$ cat src/rtl/shift_reg_pkg.sv
//------------------------------------------------------------------------------
// Module   : shift_reg_pkg
// Brief    : Mode and serialiser state encodings shared by shift_reg_univ.
// Revision : 1.0 - initial release
//------------------------------------------------------------------------------
`default_nettype none

package shift_reg_pkg;

  localparam logic [2:0] MODE_HOLD = 3'b000;
  localparam logic [2:0] MODE_LOAD = 3'b001;
  localparam logic [2:0] MODE_SHL  = 3'b010;
  localparam logic [2:0] MODE_SHR  = 3'b011;
  localparam logic [2:0] MODE_ROTL = 3'b100;
  localparam logic [2:0] MODE_ROTR = 3'b101;

  // ST_PARITY is only reachable when the parity trailer is built in.
  typedef enum logic [1:0] {
    ST_IDLE   = 2'd0,
    ST_SHIFT  = 2'd1,
    ST_PARITY = 2'd2
  } state_t;

endpackage

`default_nettype wire

$ cat src/rtl/shift_reg_univ_bit_cnt.sv
//------------------------------------------------------------------------------
// Module   : bit_cnt
// Brief    : clog2(W)-bit up-counter, sync clear/enable, terminal flag at W-1.
// Revision : 1.0 - initial release
//------------------------------------------------------------------------------
`default_nettype none

module bit_cnt #(
  parameter int W = 8
) (
  input  logic clk,
  input  logic rst_n,
  input  logic i_clr,
  input  logic i_en,
  output logic o_tc
);

  localparam int CW = $clog2(W);
  localparam logic [CW-1:0] c_last = CW'(W - 1);

  logic [CW-1:0] r_cnt;

  always_ff @(posedge clk or negedge rst_n) begin
    if (!rst_n) begin
      r_cnt <= '0;
    end else if (i_clr) begin
      r_cnt <= '0;
    end else if (i_en) begin
      r_cnt <= r_cnt + 1'b1;
    end
  end

  assign o_tc = (r_cnt == c_last);

endmodule

`default_nettype wire

$ cat src/rtl/shift_reg_univ.sv
//------------------------------------------------------------------------------
// Module   : shift_reg_univ
// Brief    : W-bit universal shift register with built-in start/busy/done
//            serialiser. Define SHIFT_REG_UNIV_PARITY_EN for a parity trailer.
// Revision : 1.0 - initial release
//------------------------------------------------------------------------------
`default_nettype none

module shift_reg_univ
  import shift_reg_pkg::*;
#(
  parameter int W         = 8,
  parameter bit MSB_FIRST = 1'b1
) (
  input  logic         clk,
  input  logic         rst_n,
  input  logic [2:0]   i_mode,
  input  logic [W-1:0] i_di,
  input  logic         i_si,
  input  logic         i_start,
  output logic [W-1:0] o_do,
  output logic         o_so,
  output logic         o_busy,
`ifdef SHIFT_REG_UNIV_PARITY_EN
  output logic         o_parity,
`endif
  output logic         o_done
);

  state_t       r_state;
  logic [W-1:0] r_do;
  logic         r_busy;
  logic         r_done;

  logic         w_start_ok;
  logic         w_shift_en;
  logic         w_tc;
  logic [W-1:0] w_ser_next;
  logic [W-1:0] w_mode_next;
  logic         w_so_data;

  assign w_start_ok = (r_state == ST_IDLE) && i_start;
  assign w_shift_en = (r_state == ST_SHIFT) && !w_tc;

  bit_cnt #(.W(W)) u_bit_cnt (
    .clk   (clk),
    .rst_n (rst_n),
    .i_clr (w_start_ok),
    .i_en  (w_shift_en),
    .o_tc  (w_tc)
  );

  assign w_ser_next = MSB_FIRST ? {r_do[W-2:0], i_si} : {i_si, r_do[W-1:1]};

  always_comb begin
    w_mode_next = r_do;
    case (i_mode)
      MODE_LOAD: w_mode_next = i_di;
      MODE_SHL:  w_mode_next = {r_do[W-2:0], i_si};
      MODE_SHR:  w_mode_next = {i_si, r_do[W-1:1]};
      MODE_ROTL: w_mode_next = {r_do[W-2:0], r_do[W-1]};
      MODE_ROTR: w_mode_next = {r_do[0], r_do[W-1:1]};
      default:   w_mode_next = r_do;
    endcase
  end

  // Start outranks any mode in IDLE; the last SHIFT cycle does not shift.
  always_ff @(posedge clk or negedge rst_n) begin
    if (!rst_n) begin
      r_state <= ST_IDLE;
      r_do    <= '0;
      r_busy  <= 1'b0;
      r_done  <= 1'b0;
    end else begin
      r_done <= 1'b0;
      case (r_state)
        ST_IDLE: begin
          if (i_start) begin
            r_do    <= i_di;
            r_busy  <= 1'b1;
            r_state <= ST_SHIFT;
          end else begin
            r_do <= w_mode_next;
          end
        end
        ST_SHIFT: begin
          if (w_tc) begin
`ifdef SHIFT_REG_UNIV_PARITY_EN
            r_state <= ST_PARITY;
`else
            r_busy  <= 1'b0;
            r_done  <= 1'b1;
            r_state <= ST_IDLE;
`endif
          end else begin
            r_do <= w_ser_next;
          end
        end
        ST_PARITY: begin
          r_busy  <= 1'b0;
          r_done  <= 1'b1;
          r_state <= ST_IDLE;
        end
        default: r_state <= ST_IDLE;
      endcase
    end
  end

  assign w_so_data = MSB_FIRST ? r_do[W-1] : r_do[0];

`ifdef SHIFT_REG_UNIV_PARITY_EN
  logic r_parity;

  always_ff @(posedge clk or negedge rst_n) begin
    if (!rst_n) begin
      r_parity <= 1'b0;
    end else if (w_start_ok) begin
      r_parity <= ^i_di;
    end
  end

  assign o_parity = r_parity;
  assign o_so     = (r_state == ST_PARITY) ? r_parity : w_so_data;
`else
  assign o_so     = w_so_data;
`endif

  assign o_do   = r_do;
  assign o_busy = r_busy;
  assign o_done = r_done;

endmodule

`default_nettype wire

$ cat config.mk
export PLATFORM = sky130hd
export DESIGN_NAME = shift_reg_univ
export DESIGN_NICKNAME = d
export VERILOG_FILES = /design/src/rtl/shift_reg_pkg.sv /design/src/rtl/shift_reg_univ_bit_cnt.sv /design/src/rtl/shift_reg_univ.sv
export SDC_FILE = /design/constraint.sdc
export NUM_CORES = 1
export LEC_CHECK = 0
export BUFFER_PORTS_ARGS = -buffer_cell sky130_fd_sc_hd__buf_2
export CAP_MARGIN = 0
export CORE_UTILIZATION = 44
export CTS_CLUSTER_SIZE = 24
export DETAILED_ROUTE_END_ITERATION = 10
export PLACE_DENSITY = 0.8
export SLEW_MARGIN = 20
export SYNTH_ARGS = -nofsm -noshare
export SYNTH_HDL_FRONTEND = slang
export SYNTH_SLANG_ARGS = --single-unit
$ cat constraint.sdc
create_clock -name clk -period 1.6 [get_ports clk]
set_input_delay 0.24 -clock clk [delete_from_list [all_inputs] [get_ports clk]]
set_output_delay 0.24 -clock clk [all_outputs]
set_load 0.05 [all_outputs]
# Word level (Yosys, flattened, before mapping)
# Cells that the tools add are included.
dict set report totals {
  regBits 15
  latch_bits 0
  ramBits 0
  mem_bits_ro 0
  output_inout_bits 11
  wordCells 42
  n_memories 0
}
dict set report classes {
  add_sub_neg 1
  mul 0
  div_mod_pow 0
  order_cmp 0
  eq_ne 12
  shift 0
  n_mux 14
  bitwise_logic 0
  n_reduce_logical 10
}
# operator count
set op_table {}
lappend op_table {{8-bit case mux with 5 select lines} 1}
lappend op_table {{8-bit 2-to-1 mux} 2}
lappend op_table {{8-bit case mux with 2 select lines} 1}
lappend op_table {{3-bit equality test (second input constant)} 3}
lappend op_table {{7-bit by 2-bit != test with 1-bit output (second input constant)} 1}
lappend op_table {{3-bit by 2-bit equality test with 1-bit output (second input constant)} 2}
lappend op_table {{3-bit 2-to-1 mux} 2}
lappend op_table {{2-bit != test (second input constant)} 3}
lappend op_table {{3-bit AND reduction} 2}
lappend op_table {{2-bit 2-to-1 mux} 2}
lappend op_table {{2-bit case mux with 2 select lines} 1}
lappend op_table {{2-bit nonzero test} 2}
lappend op_table {{3-bit by 1-bit adder with 3-bit output (second input constant)} 1}
lappend op_table {{3-bit by 1-bit equality test with 1-bit output (second input constant)} 1}
lappend op_table {{1-bit 2-to-1 mux} 3}
lappend op_table {{1-bit case mux with 3 select lines} 1}
lappend op_table {{3-bit nonzero test} 1}
lappend op_table {{2-bit by 1-bit equality test with 1-bit output (second input constant)} 1}
lappend op_table {{2-bit equality test (second input constant)} 1}
lappend op_table {{1-bit logical AND} 2}
lappend op_table {{2-bit logical NOT} 1}
lappend op_table {{1-bit case mux with 2 select lines} 1}
lappend op_table {{2-bit AND reduction} 1}
lappend op_table {{1-bit logical NOT} 1}

# Depth between registers and ports, before layout
# Gate-level depths: netlist of run 1.
dict set report logic_depth {
  ltp_word 5
  ltp_mapped 7
  depth_no_buf 6
}

# By module
# Synthesis of run 1 repeated with hierarchy kept, for this count alone.
dict set report unflattened {
  cells_unflattened 83
  hier_area_um2 807.0
}
# module n_inst cells_per_inst area_per_inst_um2 seq_area_each_um2
set by_module_without_submodules {}
lappend by_module_without_submodules {shift_reg_univ 1 72 666.9 250.2}
lappend by_module_without_submodules {bit_cnt 1 11 140.1 75.1}

# Worst setup path before layout of run 1
# Ideal clock, no wire load.
dict set report synth_timing {
  path_kind {flip-flop to flip-flop}
  startpoint {reg u_bit_cnt.r_cnt[0]}
  endpoint {reg r_do[1] (netlist: o_do[1])}
  setup_time_ns 0.078
  arrival_time_ns 1.595
  required_time_ns 1.522
  path_slack_ns -0.072
  path_stages_with_launch 8
  path_cell_list {dfrtp_1 ha_1 ha_1 and2_1 a21oi_2 buf_2 nor2_1 a21oi_1}
}
dict set report synth_between {
  elab_chain_len 3
}
# item line
set synth_lines {}
lappend synth_lines {{start, declared} shift_reg_univ_bit_cnt.sv:21} ;# logic [CW-1:0] r_cnt;
lappend synth_lines {{start signal, assigned} shift_reg_univ_bit_cnt.sv:29} ;# r_cnt <= r_cnt + 1'b1;
lappend synth_lines {{3-bit equality test} shift_reg_univ_bit_cnt.sv:33} ;# assign o_tc = (r_cnt == c_last);
lappend synth_lines {{2-bit != test (no line)} n/a}
lappend synth_lines {{3-bit AND reduction (no line)} n/a}
lappend synth_lines {{end signal, assigned} shift_reg_univ.sv:79} ;# r_do <= i_di;
lappend synth_lines {{end signal, assigned} shift_reg_univ.sv:83} ;# r_do <= w_mode_next;
lappend synth_lines {{end signal, assigned} shift_reg_univ.sv:96} ;# r_do <= w_ser_next;
lappend synth_lines {{end, declared} shift_reg_univ.sv:31} ;# logic [W-1:0] r_do;
# Every way passes these cells.
# A chain may end at the register's enable or synchronous reset.

# Worst setup path after layout of run 1
dict set report layout_timing {
  startpoint {reg u_bit_cnt.r_cnt[0]}
  endpoint {reg r_do[4] (netlist: o_do[4])}
}
# Same word-level chain as after synthesis.

==> run metrics, run 1 <==
outcome=finished, final reports clean; GPL Wtd Cong=0.7596; number of fill cells=161; Crit Path Class=flip-flop to flip-flop; H-Tree Depth=1; DRC viols=0; YS warnings=0; maximum number of buffers from clock root to sink=2; P_leak=0.5067 nW; sequential fraction of the synthesis area=0.4000; Power Dens Cells=2172 mW/mm2; PnR worst setup slack=0.07049 ns; Top Ports=26; synth top area cells=dfrtp_1 40%, nor3b_1 5.5%, a221oi_1 5.4%; # setup viols final=0; Syn Inst Count=84; Skew-Pair Late Insertion Delay=0.27 ns; Final min period=1.530 ns; drt first pass iters=4; sw frac=0.5220; Clk pin slew, worst setup/hold paths=0.08 ns; max_slew headroom=0.7750; logic gate share of total power=0.613; startpoint types=flip-flop; Clock Power Share=0.087; nets=139; post-layout total power=2.351 mW; sequential power share=0.300; DRT Wirelength=1909 um; post-synth top area cell=dfrtp_1; Max-Cap Viols=0; Int Pwr=1.124 mW; WHS=0.2399 ns; CP arrival=1.72 ns; FMAX=653.8 MHz; Critical Path Sink Type=flip-flop; initial core utilization=0.4710; unrepaired setup endpoints after global routing=no; CTS Buf Count=3; post-synth top area share=0.4000; CTS tree=done; Final Hold Fails=0; n_diodes=0; number of global-route vias before repair=701; Switching Power=1.227 mW; skew final=0.003604 ns; Max VDD drop=1207 uV; die area=0.002024 mm2; Yosys reg bits=13; Final Max Slew Viols=0; Syn Nets=102; Distinct cells, synth=30; Starting DRT DRC Count=19; register area=326.6 um2; area of the multi-input gates=460.4 um2; Area growth syn-to-layout=33.08%; vias per cell=5.441; Final HPWL DP=1434 um; clock sink count=13; initial antenna violation count=0; first-pass GRT wire length=3001 um; critical path required time=1.79 ns; core area=0.001727 mm2; syn_area_per_cell=9.682 um2; via count=789; wire per inst=13.17 um; Slew @ Worst Pin=0.3350 ns; layout cell share with drive strength beyond 1=0.3750; GRT Total Usage=0.2099; synthesized area=813.3 um2; Hold Path Class=input port to flip-flop; PortBufs=25; Overflow after GRT=0; root buf cell=clkbuf_4; crit share post-route=0.9559; die span in y=44.99 um; die width=44.99 um; Critical Path Fanout Max=16; antenna-violating nets left=0; Setup WS pre-CTS=-0.01268 ns; largest net degree at the start of global routing=17; Site Rows=15
## metrics by stage
| stage | setup TNS (ns) | instance area, um2 | instances | utilization |
|---|---|---|---|---|
| floorplan | 0 | 828.3 | 84 | - |
| global placement | 0 | 1036 | 139 | 0.6000 |
| detailed placement | -0.01268 | 1036 | 139 | 0.6000 |
| CTS | 0 | 1080 | 145 | 0.6254 |
| global route | 0 | 1082 | 145 | 0.6268 |
| finish | 0 | 1082 | 145 | 0.6268 |
## cell families (layout without fill, tap and decap cells)
group	Yosys count	after routing	share of synthesized area
AND/OR/NAND/NOR	29	29	0.1939
AO/OA/AOI/OAI	25	25	0.2339
flip-flops	13	13	0.4000
buffers and inverters	8	44	0.04615
multiplexers	4	4	0.04923
adder cells (fa/ha/maj)	3	3	0.04616
XOR/XNOR	2	2	0.03078
## worst max-delay path, stage by stage, from the launching register on
cell and delay (ns):
dfrtp_1 0.40, ha_1 0.20, ha_1 0.19, and2_4 0.18, a21oi_4 0.13, buf_12 0.15
nor2_1 0.04, a31oi_1 0.15
## power groups by stage
stage | clock (mW) | combinational, mW | sequential [mW]
after global placement | 0 | 1.37 | 0.705
after CTS | 0.215 | 1.44 | 0.706
after detailed placement | 0 | 1.41 | 0.719
after global routing | 0.233 | 1.56 | 0.729
after floorplan | 0 | 0.651 | 1.09
final | 0.204 | 1.44 | 0.705
## final timing paths
check | start | to | slack, ns | depth (start not counted)
worst max-delay path | u_bit_cnt.r_cnt[0] | o_do[4] | 0.07 | 7
worst min-delay path | i_si | o_do[0] | 0.24 | 3
worst max register to register | u_bit_cnt.r_cnt[0] | o_do[4] | 0.07 | 7
worst min register to register | u_bit_cnt.r_cnt[2] | u_bit_cnt.r_cnt[2] | 0.52 | 2
max in group asynchronous | rst_n | o_busy | 0.97 | 2
min in group asynchronous | rst_n | o_do[7] | 0.39 | 2
## cell type report
class / count / area share
inverter: 4 / 0.01387
multi-input combinational: 63 / 0.4254
timing repair buffer: 36 / 0.2058
tap: 25 / 0.02890
sequential: 13 / 0.3017
clock buffer: 4 / 0.02428
## sequential cells by signal (all words and copies together) (netlist names)
register and flops:
o_busy 1, u_bit_cnt.r_cnt 3, o_done 1, o_do 8
## metal layers
metal | wire length [um] | vias up | track usage
met2 | 950 | 32 | 0.3362
met4 | 14 | 0 | 0.09091
li1 | - | 386 | -
met5 | 0 | - | 0
met3 | 88 | 2 | 0.04800
met1 | 855 | 369 | 0.2693
## placed cells by master, fill, tap and decap left out, drive strengths merged, types with 3 or more instances in the layout
cell,synthesis,final
inv,4,4
o21ai,4,4
ha,3,3
a221oi,5,5
buf,4,35
nand2,6,6
nor3b,6,6
mux2i,4,4
a31oi,3,3
a21oi,6,6
clkbuf,0,4
dfrtp,13,13
nor2,11,11
## Yosys cell counts
master     n
nor2_2     1
nand2_1    6
o21ai_0    4
nor3_1     1
inv_1      4
buf_4      1
or2b_1     1
xnor2_2    1
nor2_1    10
nor3b_1    6
a21o_1     1
ha_1       3
buf_2      3
a31oi_1    3
o221ai_1   1
nand2b_1   1
and2_1     1
a221oi_1   5
nand4b_1   1
dfrtp_1   13
a21oi_2    1
o21bai_1   1
o211ai_1   1
mux2i_1    4
o41ai_4    1
a41oi_1    1
o22ai_1    1
a21oi_1    5
xor2_1     1
and4bb_2   1
## timing repair
item,4_1_cts,5_1_grt
setup endpoints to repair,1,5
hold buffers,1,0
buffers inserted,1,0
hold endpoints to repair,13,0
resized for setup,0,1
No activity file was read; power rests on OpenSTA's default activity.
==> run 2: changes to the inputs <==
--- a/config.mk
+++ b/config.mk
@@ -7,10 +7,13 @@
 export LEC_CHECK = 0
 export BUFFER_PORTS_ARGS = -buffer_cell sky130_fd_sc_hd__buf_2
 export CAP_MARGIN = 0
-export CORE_UTILIZATION = 44
+export CELL_PAD_IN_SITES_DETAIL_PLACEMENT = 0
+export CELL_PAD_IN_SITES_GLOBAL_PLACEMENT = 1
+export CORE_ASPECT_RATIO = 1.75
+export CORE_UTILIZATION = 33
 export CTS_CLUSTER_SIZE = 24
 export DETAILED_ROUTE_END_ITERATION = 10
-export PLACE_DENSITY = 0.8
+export PLACE_DENSITY = 0.81
 export SLEW_MARGIN = 20
 export SYNTH_ARGS = -nofsm -noshare
 export SYNTH_HDL_FRONTEND = slang
==> run metrics, run 2 (same netlist as run 1, synthesis figures left out) <==
utilization after layout=0.4815; clock sink count=13; final cell count without fillers=146; Worst Hold Depth=3; CP arrival=1.68 ns; unrepaired setup endpoints after global routing=no; GRT Total Usage=0.1821; antenna-violating nets left=0; die width=39.53 um; number of global-route vias before repair=798; drt first pass iters=4; max reg flops=8; number of fill cells=246; root buf cell=clkbuf_8; Area after DPL=0.001051 mm2; crit share post-route=0.9463; Clk pin slew, worst setup/hold paths=0.06 ns; Critical Path Fanout Max=16; Setup WS pre-CTS=-0.03466 ns; Critical Path Sink Type=flip-flop; post-layout total power=2.447 mW; largest net degree at the start of global routing=17; Starting DRT DRC Count=27; maximum number of buffers from clock root to sink=2; n_diodes=0; DRT Wirelength=2028 um; FMAX=660.5 MHz; Sum Neg Setup Slack=0 ns; most common cell after layout, fill and taps aside=buf_2; # setup viols final=0; Skew-Pair Late Insertion Delay=0.24 ns; first-pass GRT wire length=3284 um; DRC viols=0; reg2reg path depth=7; nets=140; # placed instances=141; CTS Buf Count=3; GPL Wtd Cong=0.7949; Area growth syn-to-layout=36.31%; die area=0.002675 mm2; via count=793; max_slew headroom=0.7555; Crit Path Class=flip-flop to flip-flop; layout cell share with drive strength beyond 1=0.3802; Overflow after GRT=0; Final HPWL DP=1598 um; Final Hold Fails=0; Slew @ Worst Pin=0.3639 ns; core area=0.002302 mm2; Max-Cap Viols=0; post-route cell area=0.001109 mm2; skew final=0.005243 ns; WHS=0.2861 ns; initial core utilization=0.3533; P_leak=0.5188 nW; die span in y=67.67 um; Final Max Slew Viols=0; Power Dens Cells=2207 mW/mm2; H-Tree Depth=1; Top Ports=26; initial antenna violation count=0; wire per inst=13.89 um; startpoint types=flip-flop; outcome=finished, final reports clean; vias per cell=5.432; Max VDD drop=1346 uV; PnR worst setup slack=0.08597 ns; Site Rows=23; critical path required time=1.76 ns; CTS tree=done; Hold Path Class=input port to flip-flop; Final min period=1.514 ns; PortBufs=25; most frequent cells in the layout=25 x buf_2, 12 x dfrtp_1, 10 x nor2_1, 10 x buf_4
## run 2: cell types whose count changed in the layout (fill, tap and decap cells not counted)
| cell | change |
|---|---|
| clkbuf_4 | -3 |
| clkbuf_8 | +3 |
| buf_4 | +1 |
## run 2: final cells by class
type,instances,area [um2],area share
Tap cell,25,31.28,0.02822
Multi-Input combinational cell,63,460.4,0.4154
Timing Repair Buffer,37,230.2,0.2077
Inverter,4,15.01,0.01354
Clock buffer,4,45.04,0.04063
Sequential cell,13,326.6,0.2946
## run 2: critical path, cell delays in order (launching register included)
cell     delay [ns]
dfrtp_1        0.40
ha_1           0.21
ha_1           0.19
and2_4         0.18
a21oi_4        0.13
buf_12         0.15
nor2_1         0.04
a31oi_1        0.13
## run 2: worst paths after layout
kind	startpoint	end	slack (ns)
min in group asynchronous	rst_n	o_do[3]	0.42
max in group asynchronous	rst_n	o_busy	0.92
max	u_bit_cnt.r_cnt[0]	o_do[4]	0.09
max reg2reg	u_bit_cnt.r_cnt[0]	o_do[4]	0.09
min reg2reg	u_bit_cnt.r_cnt[1]	u_bit_cnt.r_cnt[1]	0.51
min	i_si	o_do[0]	0.29
## run 2: what timing repair did
| action | CTS | global route |
|---|---|---|
| hold buffers | 1 | 0 |
| setup endpoints to repair | 0 | 6 |
| endpoints found under the hold margin | 13 | 0 |
| gates resized for setup | 0 | 1 |
| buffers inserted | 0 | 0 |
## run 2: layer usage
layer / part of all wire / vias to the layer above / global-route usage
li1: - / 387 / -
met1: 0.38 / 372 / 0.1942
met2: 0.56 / 28 / 0.3176
met3: 0.033 / 6 / 0.01974
met4: 0.025 / 0 / 0.1164
met5: 0 / - / 0
## run 2: power breakdown
group          leakage, nW  switching [mW]  total (mW)  internal, mW
sequential           0.153           0.182       0.692         0.510
combinational        0.344           0.940        1.46         0.521
clock               0.0228           0.118       0.294         0.176
==> run 3: changes to the inputs <==
--- a/config.mk
+++ b/config.mk
@@ -9,7 +9,6 @@
 export CAP_MARGIN = 0
 export CELL_PAD_IN_SITES_DETAIL_PLACEMENT = 0
 export CELL_PAD_IN_SITES_GLOBAL_PLACEMENT = 1
-export CORE_ASPECT_RATIO = 1.75
 export CORE_UTILIZATION = 33
 export CTS_CLUSTER_SIZE = 24
 export DETAILED_ROUTE_END_ITERATION = 10
==> run metrics, run 3 (same netlist as run 1, synthesis figures left out) <==
max_slew headroom=0.7605; maximum number of buffers from clock root to sink=2; wire per inst=14.32 um; startpoint types=flip-flop; Critical Path Sink Type=flip-flop; Crit Path Class=flip-flop to flip-flop; max reg flops=8; # setup viols final=0; Area after DPL=0.001040 mm2; post-route cell area=0.001129 mm2; die area=0.002667 mm2; initial antenna violation count=0; Int Pwr=1.192 mW; CTS tree=done; die width=51.65 um; cells along the critical path=ha_2 > ha_4 > and2_4 > a21oi_4 > buf_12 > nor2_2 > a31oi_1; sw frac=0.5178; first-pass GRT wire length=3222 um; Area growth syn-to-layout=38.77%; most common cell after layout, fill and taps aside=buf_2; post-layout total power=2.471 mW; DRT Wirelength=2133 um; via count=800; clock sink count=13; skew final=0.0009982 ns; Final min period=1.555 ns; GPL Wtd Cong=0.7758; Power Dens Cells=2190 mW/mm2; critical path required time=1.78 ns; Final Hold Fails=0; HP Start=i_si; flop2flop setup slack=0.04 ns; number of global-route vias before repair=735; CP Launch Point=u_bit_cnt.r_cnt[1]; layout cell share with drive strength beyond 1=0.4050; Hold Path Class=input port to flip-flop; PortBufs=25; utilization after layout=0.4959; die span in y=51.65 um; drt first pass iters=4; Slew @ Worst Pin=0.3566 ns; PnR worst setup slack=0.04469 ns; CTS Buf Count=3; root buf cell=clkbuf_4; H-Tree Depth=1; Final Max Slew Viols=0; outcome=finished, final reports clean; P_leak=0.5168 nW; n_diodes=0; initial core utilization=0.3573; GRT Total Usage=0.1649; logic gate share of total power=0.631; Clock Power Share=0.081; Final HPWL DP=1483 um; Site Rows=17; most frequent cells in the layout=25 x buf_2, 12 x dfrtp_1, 9 x nor2_1, 9 x buf_4; core area=0.002276 mm2; sequential power share=0.288; Max VDD drop=1153 uV; Top Ports=26; DRC viols=0; vias per cell=5.369; Starting DRT DRC Count=25; antenna-violating nets left=0; Max-Cap Viols=0; Skew-Pair Late Insertion Delay=0.27 ns; Switching Power=1.280 mW; Overflow after GRT=0; Clk pin slew, worst setup/hold paths=0.08 ns; largest net degree at the start of global routing=17; Critical Path Fanout Max=8; CP arrival=1.74 ns; FMAX=643.0 MHz; Setup WS pre-CTS=-0.001282 ns; nets=140; crit share post-route=0.9721; Max stage delay cell, worst path=dfrtp_1; r2r startpoint=u_bit_cnt.r_cnt[1]; Max stage delay on crit path=0.41 ns
[run 3: per-layer routing]
layer  share of wire  GRT usage
met3           0.051    0.01754
met5               0          0
met1            0.45     0.2178
met4           0.019    0.06757
met2            0.48     0.2727
[run 3: worst paths after layout]
path	end	cells past startpoint
setup reg to reg	o_do[7]	7
max in group asynchronous	o_busy	2
hold / removal	o_do[0]	3
min in group asynchronous	u_bit_cnt.r_cnt[0]	2
hold reg to reg	u_bit_cnt.r_cnt[1]	2
setup / recovery	o_do[7]	7
[run 3: cell type report]
cell class | count | area, um2
Inverter | 4 | 15.01
Multi-Input combinational cell | 63 | 478.0
Sequential cell | 13 | 326.6
Tap cell | 28 | 35.03
Clock buffer | 4 | 26.28
Timing Repair Buffer | 37 | 247.7
Fill cell | 220 | 1147
[run 3: power by group through the flow]
| stage | clock network, mW | registers (mW) | logic (mW) |
|---|---|---|---|
| 6_report | 0.201 | 0.713 | 1.56 |
| 5_1_grt | 0.224 | 0.737 | 1.69 |
| 4_1_cts | 0.212 | 0.706 | 1.44 |
| 3_5_place_dp | 0 | 0.712 | 1.43 |
| 3_3_place_gp | 0 | 0.703 | 1.41 |
| 2_1_floorplan | 0 | 1.09 | 0.651 |
[run 3: through the flow]
| stage | hold WS [ns] | cells | TNS [ns] |
|---|---|---|---|
| 4_1_cts | 0.2429 | 147 | 0 |
| 5_1_grt | 0.2590 | 149 | -0.03934 |
| 3_3_place_gp | 0.1444 | 142 | 0 |
| 2_1_floorplan | -0.05559 | 84 | 0 |
| 6_report | 0.2554 | 149 | 0 |
| 3_5_place_dp | 0.1498 | 142 | -0.001282 |
[run 3: what timing repair did]
action,CTS,global route
setup endpoints to repair,0,8
buffers inserted,0,1
hold buffers,1,0
endpoints found under the hold margin,13,0
resized for setup,0,5
[run 3: critical path, delay by kind of cell, from the launching register on]
kind / cells / cell delay, ns
DFF: 1 / 0.41
AOI/OAI and AO/OA: 2 / 0.37
adders and majority gates: 2 / 0.36
and+or+nand+nor: 2 / 0.18
buffers and inverters: 1 / 0.15
